File: src/rtl/multicycle_controller.sv
// multicycle_controller
//   Main control FSM for the multi-cycle RV32I core. Fetches into an internal
//   instruction register, then sequences FETCH/DECODE/EXEC/MEM/WB and drives
//   the ALU, register-file, PC and memory strobes. Illegal instructions park
//   the FSM in TRAP until reset. Counts retired instructions.
//
// Ports
//   clk, reset          clock (rising edge), asynchronous active-high reset
//   instr               imem read data, captured when imem_req && imem_ready
//   imem_ready          imem accepts/returns the fetch this cycle
//   dmem_ready          dmem completes the access this cycle
//   branch_taken        ALU compare result, valid in EXEC
//   imem_req            fetch request
//   dmem_req, dmem_we   data access request, 1 = store
//   alu_op              00 add, 01 branch cmp, 10 R-type, 11 I-type
//   alu_ctrl            {m_ext, funct7[5], funct3} while alu_op is 10/11
//   reg_we, pc_we       register-file write / PC update strobes
//   pc_sel              00 pc+4, 01 pc+imm, 10 rs1+imm
//   trap                illegal instruction seen (held until reset)
//   state               current FSM state, for debug
//   instret             retired-instruction count, wraps

module multicycle_controller #(
  parameter int unsigned ENABLE_M  = 0,
  parameter int unsigned CNT_WIDTH = 32
) (
  input  logic                 clk,
  input  logic                 reset,
  input  logic [31:0]          instr,
  input  logic                 imem_ready,
  input  logic                 dmem_ready,
  input  logic                 branch_taken,
  output logic                 imem_req,
  output logic                 dmem_req,
  output logic                 dmem_we,
  output logic [1:0]           alu_op,
  output logic [4:0]           alu_ctrl,
  output logic                 reg_we,
  output logic                 pc_we,
  output logic [1:0]           pc_sel,
  output logic                 trap,
  output logic [2:0]           state,
  output logic [CNT_WIDTH-1:0] instret
);

  typedef enum logic [2:0] {
    S_FETCH  = 3'd0,
    S_DECODE = 3'd1,
    S_EXEC   = 3'd2,
    S_MEM    = 3'd3,
    S_WB     = 3'd4,
    S_TRAP   = 3'd5
  } state_t;

  localparam logic [6:0] OPC_LOAD   = 7'b0000011;
  localparam logic [6:0] OPC_STORE  = 7'b0100011;
  localparam logic [6:0] OPC_OP     = 7'b0110011;
  localparam logic [6:0] OPC_OP_IMM = 7'b0010011;
  localparam logic [6:0] OPC_BRANCH = 7'b1100011;
  localparam logic [6:0] OPC_JAL    = 7'b1101111;
  localparam logic [6:0] OPC_JALR   = 7'b1100111;
  localparam logic [6:0] OPC_LUI    = 7'b0110111;
  localparam logic [6:0] OPC_AUIPC  = 7'b0010111;

  localparam logic [6:0] F7_BASE = 7'b0000000;
  localparam logic [6:0] F7_ALT  = 7'b0100000;
  localparam logic [6:0] F7_MULD = 7'b0000001;

  state_t                 state_q, state_d;
  logic [31:0]            ir_q, ir_d;
  logic [CNT_WIDTH-1:0]   instret_q, instret_d;

  logic [6:0] opcode;
  logic [2:0] funct3;
  logic [6:0] funct7;
  logic       m_allowed;
  logic       m_ext;
  logic       illegal;
  logic       ir_unused;

  assign opcode    = ir_q[6:0];
  assign funct3    = ir_q[14:12];
  assign funct7    = ir_q[31:25];
  assign m_allowed = (ENABLE_M != 0);
  assign m_ext     = (opcode == OPC_OP) && (funct7 == F7_MULD);

  // Register specifiers and immediates are consumed by the datapath, not here.
  assign ir_unused = ^{ir_q[24:15], ir_q[11:7]};

  always_comb begin
    illegal = 1'b0;
    if (ir_q[1:0] != 2'b11) illegal = 1'b1;
    case (opcode)
      OPC_LOAD, OPC_STORE, OPC_BRANCH, OPC_JAL, OPC_JALR, OPC_LUI, OPC_AUIPC: ;
      OPC_OP: begin
        if (!((funct7 == F7_BASE) ||
              ((funct7 == F7_ALT) && ((funct3 == 3'b000) || (funct3 == 3'b101))) ||
              ((funct7 == F7_MULD) && m_allowed)))
          illegal = 1'b1;
      end
      OPC_OP_IMM: begin
        // Only the shifts carry a funct7; SRAI alone may use the alternate form.
        if (funct3 == 3'b001 && funct7 != F7_BASE) illegal = 1'b1;
        if (funct3 == 3'b101 && funct7 != F7_BASE && funct7 != F7_ALT) illegal = 1'b1;
      end
      default: illegal = 1'b1;
    endcase
  end

  always_comb begin
    state_d   = state_q;
    ir_d      = ir_q;
    instret_d = instret_q;
    imem_req  = 1'b0;
    dmem_req  = 1'b0;
    dmem_we   = 1'b0;
    alu_op    = 2'b00;
    alu_ctrl  = '0;
    reg_we    = 1'b0;
    pc_we     = 1'b0;
    pc_sel    = 2'b00;
    trap      = 1'b0;

    case (state_q)
      S_FETCH: begin
        imem_req = 1'b1;
        if (imem_ready) begin
          ir_d    = instr;
          state_d = S_DECODE;
        end
      end

      S_DECODE: begin
        state_d = illegal ? S_TRAP : S_EXEC;
      end

      S_EXEC: begin
        case (opcode)
          OPC_OP:     alu_op = 2'b10;
          OPC_OP_IMM: alu_op = 2'b11;
          OPC_BRANCH: alu_op = 2'b01;
          default:    alu_op = 2'b00;
        endcase
        if (alu_op[1]) alu_ctrl = {m_ext, funct7[5], funct3};

        if (opcode == OPC_LOAD || opcode == OPC_STORE) begin
          state_d = S_MEM;
        end else if (opcode == OPC_BRANCH) begin
          pc_we     = 1'b1;
          pc_sel    = branch_taken ? 2'b01 : 2'b00;
          instret_d = instret_q + CNT_WIDTH'(1);
          state_d   = S_FETCH;
        end else begin
          state_d = S_WB;
        end
      end

      S_MEM: begin
        dmem_req = 1'b1;
        dmem_we  = (opcode == OPC_STORE);
        if (dmem_ready) begin
          if (opcode == OPC_STORE) begin
            pc_we     = 1'b1;
            instret_d = instret_q + CNT_WIDTH'(1);
            state_d   = S_FETCH;
          end else begin
            state_d = S_WB;
          end
        end
      end

      S_WB: begin
        reg_we = 1'b1;
        pc_we  = 1'b1;
        if (opcode == OPC_JAL)       pc_sel = 2'b01;
        else if (opcode == OPC_JALR) pc_sel = 2'b10;
        instret_d = instret_q + CNT_WIDTH'(1);
        state_d   = S_FETCH;
      end

      S_TRAP: begin
        trap = 1'b1;
      end

      default: state_d = S_FETCH;
    endcase

    // Reset must kill strobes immediately, not at the next edge, so an
    // in-flight memory access is abandoned the moment reset rises.
    if (reset) begin
      imem_req = 1'b0;
      dmem_req = 1'b0;
      dmem_we  = 1'b0;
      alu_op   = 2'b00;
      alu_ctrl = '0;
      reg_we   = 1'b0;
      pc_we    = 1'b0;
      pc_sel   = 2'b00;
      trap     = 1'b0;
    end
  end

  always_ff @(posedge clk or posedge reset) begin
    if (reset) begin
      state_q   <= S_FETCH;
      ir_q      <= '0;
      instret_q <= '0;
    end else begin
      state_q   <= state_d;
      ir_q      <= ir_d;
      instret_q <= instret_d;
    end
  end

  assign state   = state_q;
  assign instret = instret_q;

endmodule
File: config.mk
export PLATFORM = sky130hd
export DESIGN_NAME = multicycle_controller
export DESIGN_NICKNAME = d
export VERILOG_FILES = /design/src/rtl/multicycle_controller.sv
export SDC_FILE = /design/constraint.sdc
export NUM_CORES = 1
export LEC_CHECK = 0
export CELL_PAD_IN_SITES_DETAIL_PLACEMENT = 0
export CELL_PAD_IN_SITES_GLOBAL_PLACEMENT = 1
export CORE_MARGIN = 2
export CORE_UTILIZATION = 35
export CTS_CLUSTER_SIZE = 30
export DETAILED_ROUTE_END_ITERATION = 7
export PLACE_DENSITY_LB_ADDON = 0.1
export RECOVER_POWER = 50
export SYNTH_ARGS = -nofsm -noshare
export SYNTH_HDL_FRONTEND = slang
export SYNTH_SLANG_ARGS = --single-unit
File: constraint.sdc
create_clock -name clk -period 4.8 [get_ports clk]
set_input_delay 1.2 -clock clk [delete_from_list [all_inputs] [get_ports clk]]
set_output_delay 1.2 -clock clk [all_outputs]
set_load 0.02 [all_outputs]
# Word level (Yosys, flattened, before mapping)
# Index checks and enable logic that the tools add are counted.
# totals
ff_bits	67
out_inout_bits	50
wordCells	94
inputBits	37
# classes
add_sub_neg	1
eq_ne	25
bitwise	1
muxes	47
reduce_logical	17
# op_table
op	n
32-bit two-way mux	4
32-bit case mux with 3 select lines	1
32-bit by 1-bit adder with 32-bit output, second input constant	1
7-bit by 6-bit equality test with 1-bit output, second input constant	4
1-bit two-way mux	22
7-bit equality test, second input constant	3
3-bit two-way mux	6
5-bit two-way mux	3
3-bit case mux with 5 select lines	1
7-bit by 5-bit equality test with 1-bit output, second input constant	2
2-bit two-way mux	6
2-bit inequality test, second input constant	6
3-bit equality test, second input constant	3
7-bit by 1-bit equality test with 1-bit output, second input constant	1
7-bit by 2-bit equality test with 1-bit output, second input constant	1
7-bit logical NOT	1
7-bit by 6-bit inequality test with 1-bit output, second input constant	1
7-bit nonzero test	1
7-bit OR reduction	1
3-bit by 1-bit equality test with 1-bit output, second input constant	2
3-bit by 2-bit equality test with 1-bit output, second input constant	2
3-bit logical NOT	2
1-bit case mux with 3 select lines	2
2-bit case mux with 3 select lines	1
8 further kinds	14

# Depth between registers and ports, before layout
# logic_depth
depth_word	8
mapped_depth	7
depth_no_buf	5

# Worst setup path after synthesis
# OpenSTA, ideal clock, no wires.
# synth_timing
kind	input-to-output
startpoint	input port reset
endpoint	output port alu_ctrl[4]
slack_ns	0.414
arrival_ns	3.186
stages	3
n_path_buf	0
required_time_ns	3.600
path_cell_list	inv_1 > and4_1 > and3_1
# synth_between
elab_chain_len	1
# synth_rtl
item	line_no	text
from (decl)	28	input logic reset,
5-bit two-way mux	190	if (reset) begin
to (decl)	37	output logic [4:0] alu_ctrl,
# Every way passes these cells.

# Worst setup path after layout
# Same ends and word-level chain as after synthesis.

==> impl_metrics.env <==
export IMPL_internal_power_mw=0.590
export IMPL_placed_cells_incl_taps=417
export IMPL_power_switching_mw=0.181
export IMPL_crit_fanout=11
export IMPL_slew_violations=0
export IMPL_hold_buffers=0
export IMPL_r2r_slack_ns=2.37
export IMPL_timing_rr_start="state[0]$_DFFE_PP0P_"
export IMPL_drive_gt1_share_pct=12.1
export IMPL_synth_fp_nets=288
export IMPL_clock_latency_ns=0.31
export IMPL_critPathCaptureType="output port"
export IMPL_core_um2=7650
export IMPL_status="finished, final reports clean"
export IMPL_cts_tree="yes"
export IMPL_layout_nets=360
export IMPL_synth_seq_cells=52
export IMPL_post_route_drc_count=0
export IMPL_yosysWarnings=0
export IMPL_arrival_ns=3.25
export IMPL_comb_power_share_pct=6.0
export IMPL_setup_tns_ns=0
export IMPL_clockRootBuffer="clkbuf_8"
export IMPL_grt_pass1_wl_mm=10.8
export IMPL_syn_inst=250
export IMPL_drt_total_wl_mm=6.41
export IMPL_synth_main_ff_cell="dfrtp_1"
export IMPL_path_clk_slew_ns=0.10
export IMPL_worstRegToRegCells=6
export IMPL_vias_per_cell=5.00
export IMPL_yosysUniqueCellTypes=50
export IMPL_swShare_pct=23.5
export IMPL_period_share_pct=92.6
export IMPL_maxSlewHeadroom_pct=22.5
export IMPL_wl_per_cell_um=15.1
export IMPL_numCtsBuffers=5
export IMPL_die_x_um=92.3
export IMPL_portBuffers=71
export IMPL_diodes=0
export IMPL_criticalPathCategory="input port to output port"
export IMPL_fin_skew_ns=0.00581
export IMPL_htreeDepth=2
export IMPL_hp_start="instret[31]$_DFFE_PP0P_"
export IMPL_async_flop_share_pct=100
export IMPL_synth_avg_cell_area_um2=10.9
export IMPL_final_cells=425
export IMPL_nFillCells=731
export IMPL_seq_power_share_pct=58.9
export IMPL_drtIter0Drc=138
export IMPL_detail_route_antenna_nets=0
export IMPL_place_hpwl_mm=4.50
export IMPL_cts_buffer_depth=2
export IMPL_netlist_area_leader_share_pct=47.7
export IMPL_startpoint_type="input port"
export IMPL_synth_top_area_cell="dfrtp_1"
export IMPL_gp_congestion=0.769
export IMPL_synth_area_leaders="dfrtp_1, xor2_1, mux2_2, xnor2_1, nand2_1"
export IMPL_syn_area_um2=2730
export IMPL_tightest_slew_ns=1.16
export IMPL_firstDrtPassIters=4
export IMPL_finalCriticalPeriod_ns=4.45
export IMPL_hold_violations=0
export IMPL_power_density_nw_per_um2=213
export IMPL_synthToLayoutAreaGrowth_pct=32.8
export IMPL_p_leak_nw=1.57
export IMPL_dieHeight_um=92.3
export IMPL_ios=87
export IMPL_start_util_pct=35.7
export IMPL_grt_use_total_pct=15.8
export IMPL_vdd_drop_max_v=0.000124
export IMPL_die_area_um2=8520
export IMPL_cts_sinks=52
export IMPL_cap_violations=0
export IMPL_rows=32
export IMPL_yosysSeqAreaShare_pct=47.7
export IMPL_grt_pass1_vias=2118
export IMPL_holdPathEnd="instret[31]$_DFFE_PP0P_"
export IMPL_hp_class="flop to flop"
export IMPL_max_freq_mhz=225
export IMPL_grt_max_degree=47
export IMPL_antenna_found_initial=0
export IMPL_grt_ovfl_total=0
export IMPL_final_setup_viol_count=0
export IMPL_post_cts_resize_count=0
export IMPL_rsz0062_at_grt="no"
export IMPL_synth_edff_count=0
export IMPL_rr_endpoint="instret[30]$_DFFE_PP0P_"
export IMPL_min_path_cells=1
export IMPL_clock_power_share_pct=35.1
export IMPL_critPathRequiredTime_ns=3.60
export IMPL_num_vias=2125
export IMPL_cts_setup_buffers=0
==> cell usage after synthesis (all sizes together) (8+ instances only) <==
cell type and n:
xnor2 9, inv 8, nand3 10, nand4 10, nor3 14, xor2 22
nor4 11, mux2 16, nor2 15, dfrtp 52, nand2 15, and3 8
==> metrics by stage <==
| step | setup slack [ns] | total power [mW] | utilization, % | instance area (um^2) | hold slack, ns |
|---|---|---|---|---|---|
| 4_1_cts | 0.396 | 0.784 | 47.6 | 3640 | 0.493 |
| 2_1_floorplan | 0.414 | 0.483 | - | 2730 | 0.472 |
| 5_1_grt | 0.160 | 0.808 | 47.4 | 3620 | 0.517 |
| 3_3_place_gp | 0.361 | 0.510 | 46.3 | 3540 | 0.472 |
| 3_5_place_dp | 0.408 | 0.511 | 46.3 | 3540 | 0.478 |
| 6_report | 0.355 | 0.770 | 47.4 | 3620 | 0.486 |
==> placed cells by master (no fill, tap or decap), drive strengths merged, types with 3 or more instances in the layout <==
| cell type | instances |
|---|---|
| and3 | 8 |
| nor2 | 15 |
| mux2 | 16 |
| a31oi | 3 |
| and2 | 4 |
| nor2b | 4 |
| nand4 | 10 |
| nor4 | 11 |
| dfrtp | 52 |
| nor3b | 4 |
| nand3 | 10 |
| xnor2 | 9 |
| clkbuf | 9 |
| clkdlybuf4s50 | 66 |
| nand2b | 3 |
| o21ai | 6 |
| xor2 | 22 |
| nor3 | 14 |
| dlygate4sd3 | 5 |
| inv | 9 |
| nand2 | 15 |
| a211oi | 3 |
==> worst max path at each step <==
stage	startpoint	to	slack [ns]	cells past startpoint
6_report	reset	alu_ctrl[4]	0.35	5
5_1_grt	reset	alu_ctrl[4]	0.16	5
4_1_cts	dmem_ready	pc_we	0.40	6
3_5_place_dp	dmem_ready	pc_we	0.41	6
3_3_place_gp	dmem_ready	pc_we	0.36	6
2_1_floorplan	reset	alu_ctrl[4]	0.41	3
==> sequential cells by signal, indices dropped and copies added, names as in the netlist <==
register / flops
state: 3
ir_q: 17
instret: 32
==> worst max-delay path: stages <==
cell	delay (ns)
clkdlybuf4s50_1	0.51
inv_1	0.35
and4_1	0.39
and3_1	0.19
clkdlybuf4s50_1	0.60
==> routing by layer <==
metal / up-vias / track usage [%] / wire length [um]
met5: - / 0 / 0
met4: 0 / 3.98 / 49
met3: 4 / 3.04 / 221
met2: 42 / 23.2 / 2760
met1: 1028 / 23.8 / 3380
li1: 1051 / - / -
==> cell families (layout without fill, tap and decap cells) <==
kind of cell    Yosys count  after routing  share of synthesized area [%]
compound gates           22             22                           6.88
xor+xnor                 31             31                           10.2
fa+ha+maj                 2              2                          0.826
buf+inv                  17             90                           2.98
flops                    52             52                           47.7
mux                      16             16                           6.61
simple gates            110            110                           24.8
==> power by group through the flow <==
stage	Combinational, mW	Sequential [mW]	Clock (mW)
6_report	0.0463	0.454	0.270
5_1_grt	0.0524	0.455	0.300
4_1_cts	0.0485	0.454	0.281
3_5_place_dp	0.0483	0.462	0
3_3_place_gp	0.0480	0.462	0
2_1_floorplan	0.0243	0.459	0
==> cell type report <==
cell class	count	area [um^2]	area share, %
well taps	102	128	3.52
flip-flops and latches	52	1300	35.9
repair buffers	74	723	20.0
multi-input cells	181	1350	37.1
clock buffers	6	82.6	2.28
inverters	8	30.0	0.829
clock inverters	2	13.8	0.380
No activity file was read; power rests on OpenSTA's default activity.
==> RTL edit (config.mk and constraints unchanged) <==
Change the parameter `CNT_WIDTH` from 32 to 16.
--- a/src/rtl/multicycle_controller.sv
+++ b/src/rtl/multicycle_controller.sv
@@ -23,5 +23,5 @@
 module multicycle_controller #(
   parameter int unsigned ENABLE_M  = 0,
-  parameter int unsigned CNT_WIDTH = 32
+  parameter int unsigned CNT_WIDTH = 16
 ) (
   input  logic                 clk,
Ports: changed (resized instret); port bits go from 87 to 71. No check against the original RTL was run, so the function may have changed too.
==> RTL edit against the unedited design <==
Area after synthesis fell by 29%. Sequential cell count fell by 16. Critical endpoint unchanged. Largest cell class unchanged. Combinational power rose to 11 times the old value. Worst hold slack got worse by 0.0055 ns. Power rose by 64%. Wire length fell by 30%. Cell area fell by 28%. Sequential share of layout area fell by 1.4 points. Setup slack improved by 0.15 ns. The run now ends with max-capacitance violations, max-slew violations left.
==> RTL edit: results (changes against the unedited design) <==
Timing
  • Fin Clk Skew: 0.00877 ns (was 0.00581 ns)
  • Final-layout worst hold slack: 0.480 ns (was 0.486 ns)
  • Final Max Slew Viols: 37 (was 0)
  • Shortest clock period the worst path allows after layout: 4.30 ns (was 4.45 ns)
  • Slew @ Worst Pin: 1.91 ns (was 1.16 ns)

Routing
  • DR top layer: met4 (unchanged)
  • WL/cell: 14.5 um (was 15.1 um)
  • Vias per Instance: 5.13 (was 5.00)
  • Initial detailed-routing violation count: 88 (was 138)
  • Met2 Routed Length: 2.18 mm (was 2.76 mm)
  • Met3 wire length: 269 um (was 221 um)
  • Post-route met1 wirelength: 1.96 mm (was 3.38 mm)

Critical path
  • Worst-path fanout max: 8 (was 11)
  • Arrival time worst endpoint: 3.10 ns (was 3.25 ns)
  • Crit-path slowest cell: dlygate4sd3_1 (was clkdlybuf4s50_1)
  • Worst reg2reg path endpoint: instret[1]$_DFFE_PP0P_ (was instret[30]$_DFFE_PP0P_)
  • Flop2flop setup slack: 2.34 ns (was 2.37 ns)
  • Slowest stage delay, CP: 0.66 ns (was 0.60 ns)
  • Worst r2r path cells: 4 (was 6)
  • Worst flop-to-flop path startpoint: ir_q[3]$_DFFE_PP0P_ (was state[0]$_DFFE_PP0P_)

Cells and area
  • Max FFs per register: 17 (was 32)
  • NumNets Final: 274 (was 360)
  • Proportion of layout cells with a drive suffix above 1: 11.0% (was 12.1%)
  • Count of filler cells inserted in the layout: 525 (was 731)

Placement
  • Routability cong.: 0.800 (was 0.769)
  • Area post-placement: 0.00253 mm^2 (was 0.00354 mm^2)
  • Buffers added on ports: 55 (was 71)
  • DPL Wire Length: 3.34 mm (was 4.50 mm)
  • Number of placed instances, taps included: 301 (was 417)
  • Minimum setup slack after placement: 0.571 ns (was 0.408 ns)

Run status
  • Outcome: finished, violations left (was completed)
  • Violations in the final reports: max-capacitance violations, max-slew violations

Global route
  • Global routing met3 resource utilization: 4.83% (was 3.04%)
  • Tot GR Track Use: 15.9% (was 15.8%)
  • Met1 usage: 20.6% (was 23.8%)
  • Largest net degree at the start of global routing: 37 (was 47)
  • First-pass GRT wire length: 7.73 mm (was 10.8 mm)

Worst hold path
  • Endpoint of the worst hold path: instret[15]$_DFFE_PP0P_ (was instret[31]$_DFFE_PP0P_)
  • Number of cells traversed by the worst hold path: 1 (unchanged)
  • Startpoint of the tightest hold check path: instret[15]$_DFFE_PP0P_ (was instret[31]$_DFFE_PP0P_)

Synthesis
  • Net Count, Synth: 221 (was 288)
  • Synth unique cells: 43 (was 50)
  • Largest cells by area after synthesis: dfrtp_1 47%, mux2_2 9.3%, xnor2_1 6.3%, nand3_1 2.6%, and2_1 2.3% (was dfrtp_1 48%, xor2_1 7.1%, mux2_2 6.6%, xnor2_1 2.6%, nand2_1 2.1%)
  • Sequential cell area fraction in the yosys report: 46.6% (was 47.7%)
  • Syn Area/Cell: 10.6 um^2 (was 10.9 um^2)

Run
  • Max-Cap Viols: 1 (was 0)

CTS
  • Latest clock arrival within the worst-skew pair: 0.28 ns (was 0.31 ns)
-- RTL edit: cell type report --
cell class | count | area [um^2] | area share, %
timing repair buffer | 58 | 562 | 21.5
tap | 72 | 90.1 | 3.45
inverter | 4 | 15.0 | 0.575
multi-input combinational | 131 | 948 | 36.3
clock inverter | 1 | 7.51 | 0.288
sequential | 36 | 901 | 34.5
clock buffer | 7 | 86.3 | 3.31
-- RTL edit: cell families (layout without fill, tap and decap cells) --
logic type / count (synthesis) / in the layout / share of synthesized area, %
DFF: 36 / 36 / 46.6
buffers and inverters: 16 / 70 / 4.40
AOI/OAI and AO/OA: 22 / 22 / 8.47
xor gates and xnor gates: 17 / 17 / 7.70
and+or+nand+nor: 74 / 74 / 22.4
adders and majority gates: 2 / 2 / 1.16
muxes: 16 / 16 / 9.31
-- RTL edit: power by group --
part / total [mW] / internal [mW] / switching (mW)
Clock: 0.220 / 0.117 / 0.104
Sequential: 0.542 / 0.407 / 0.135
Combinational: 0.502 / 0.256 / 0.246
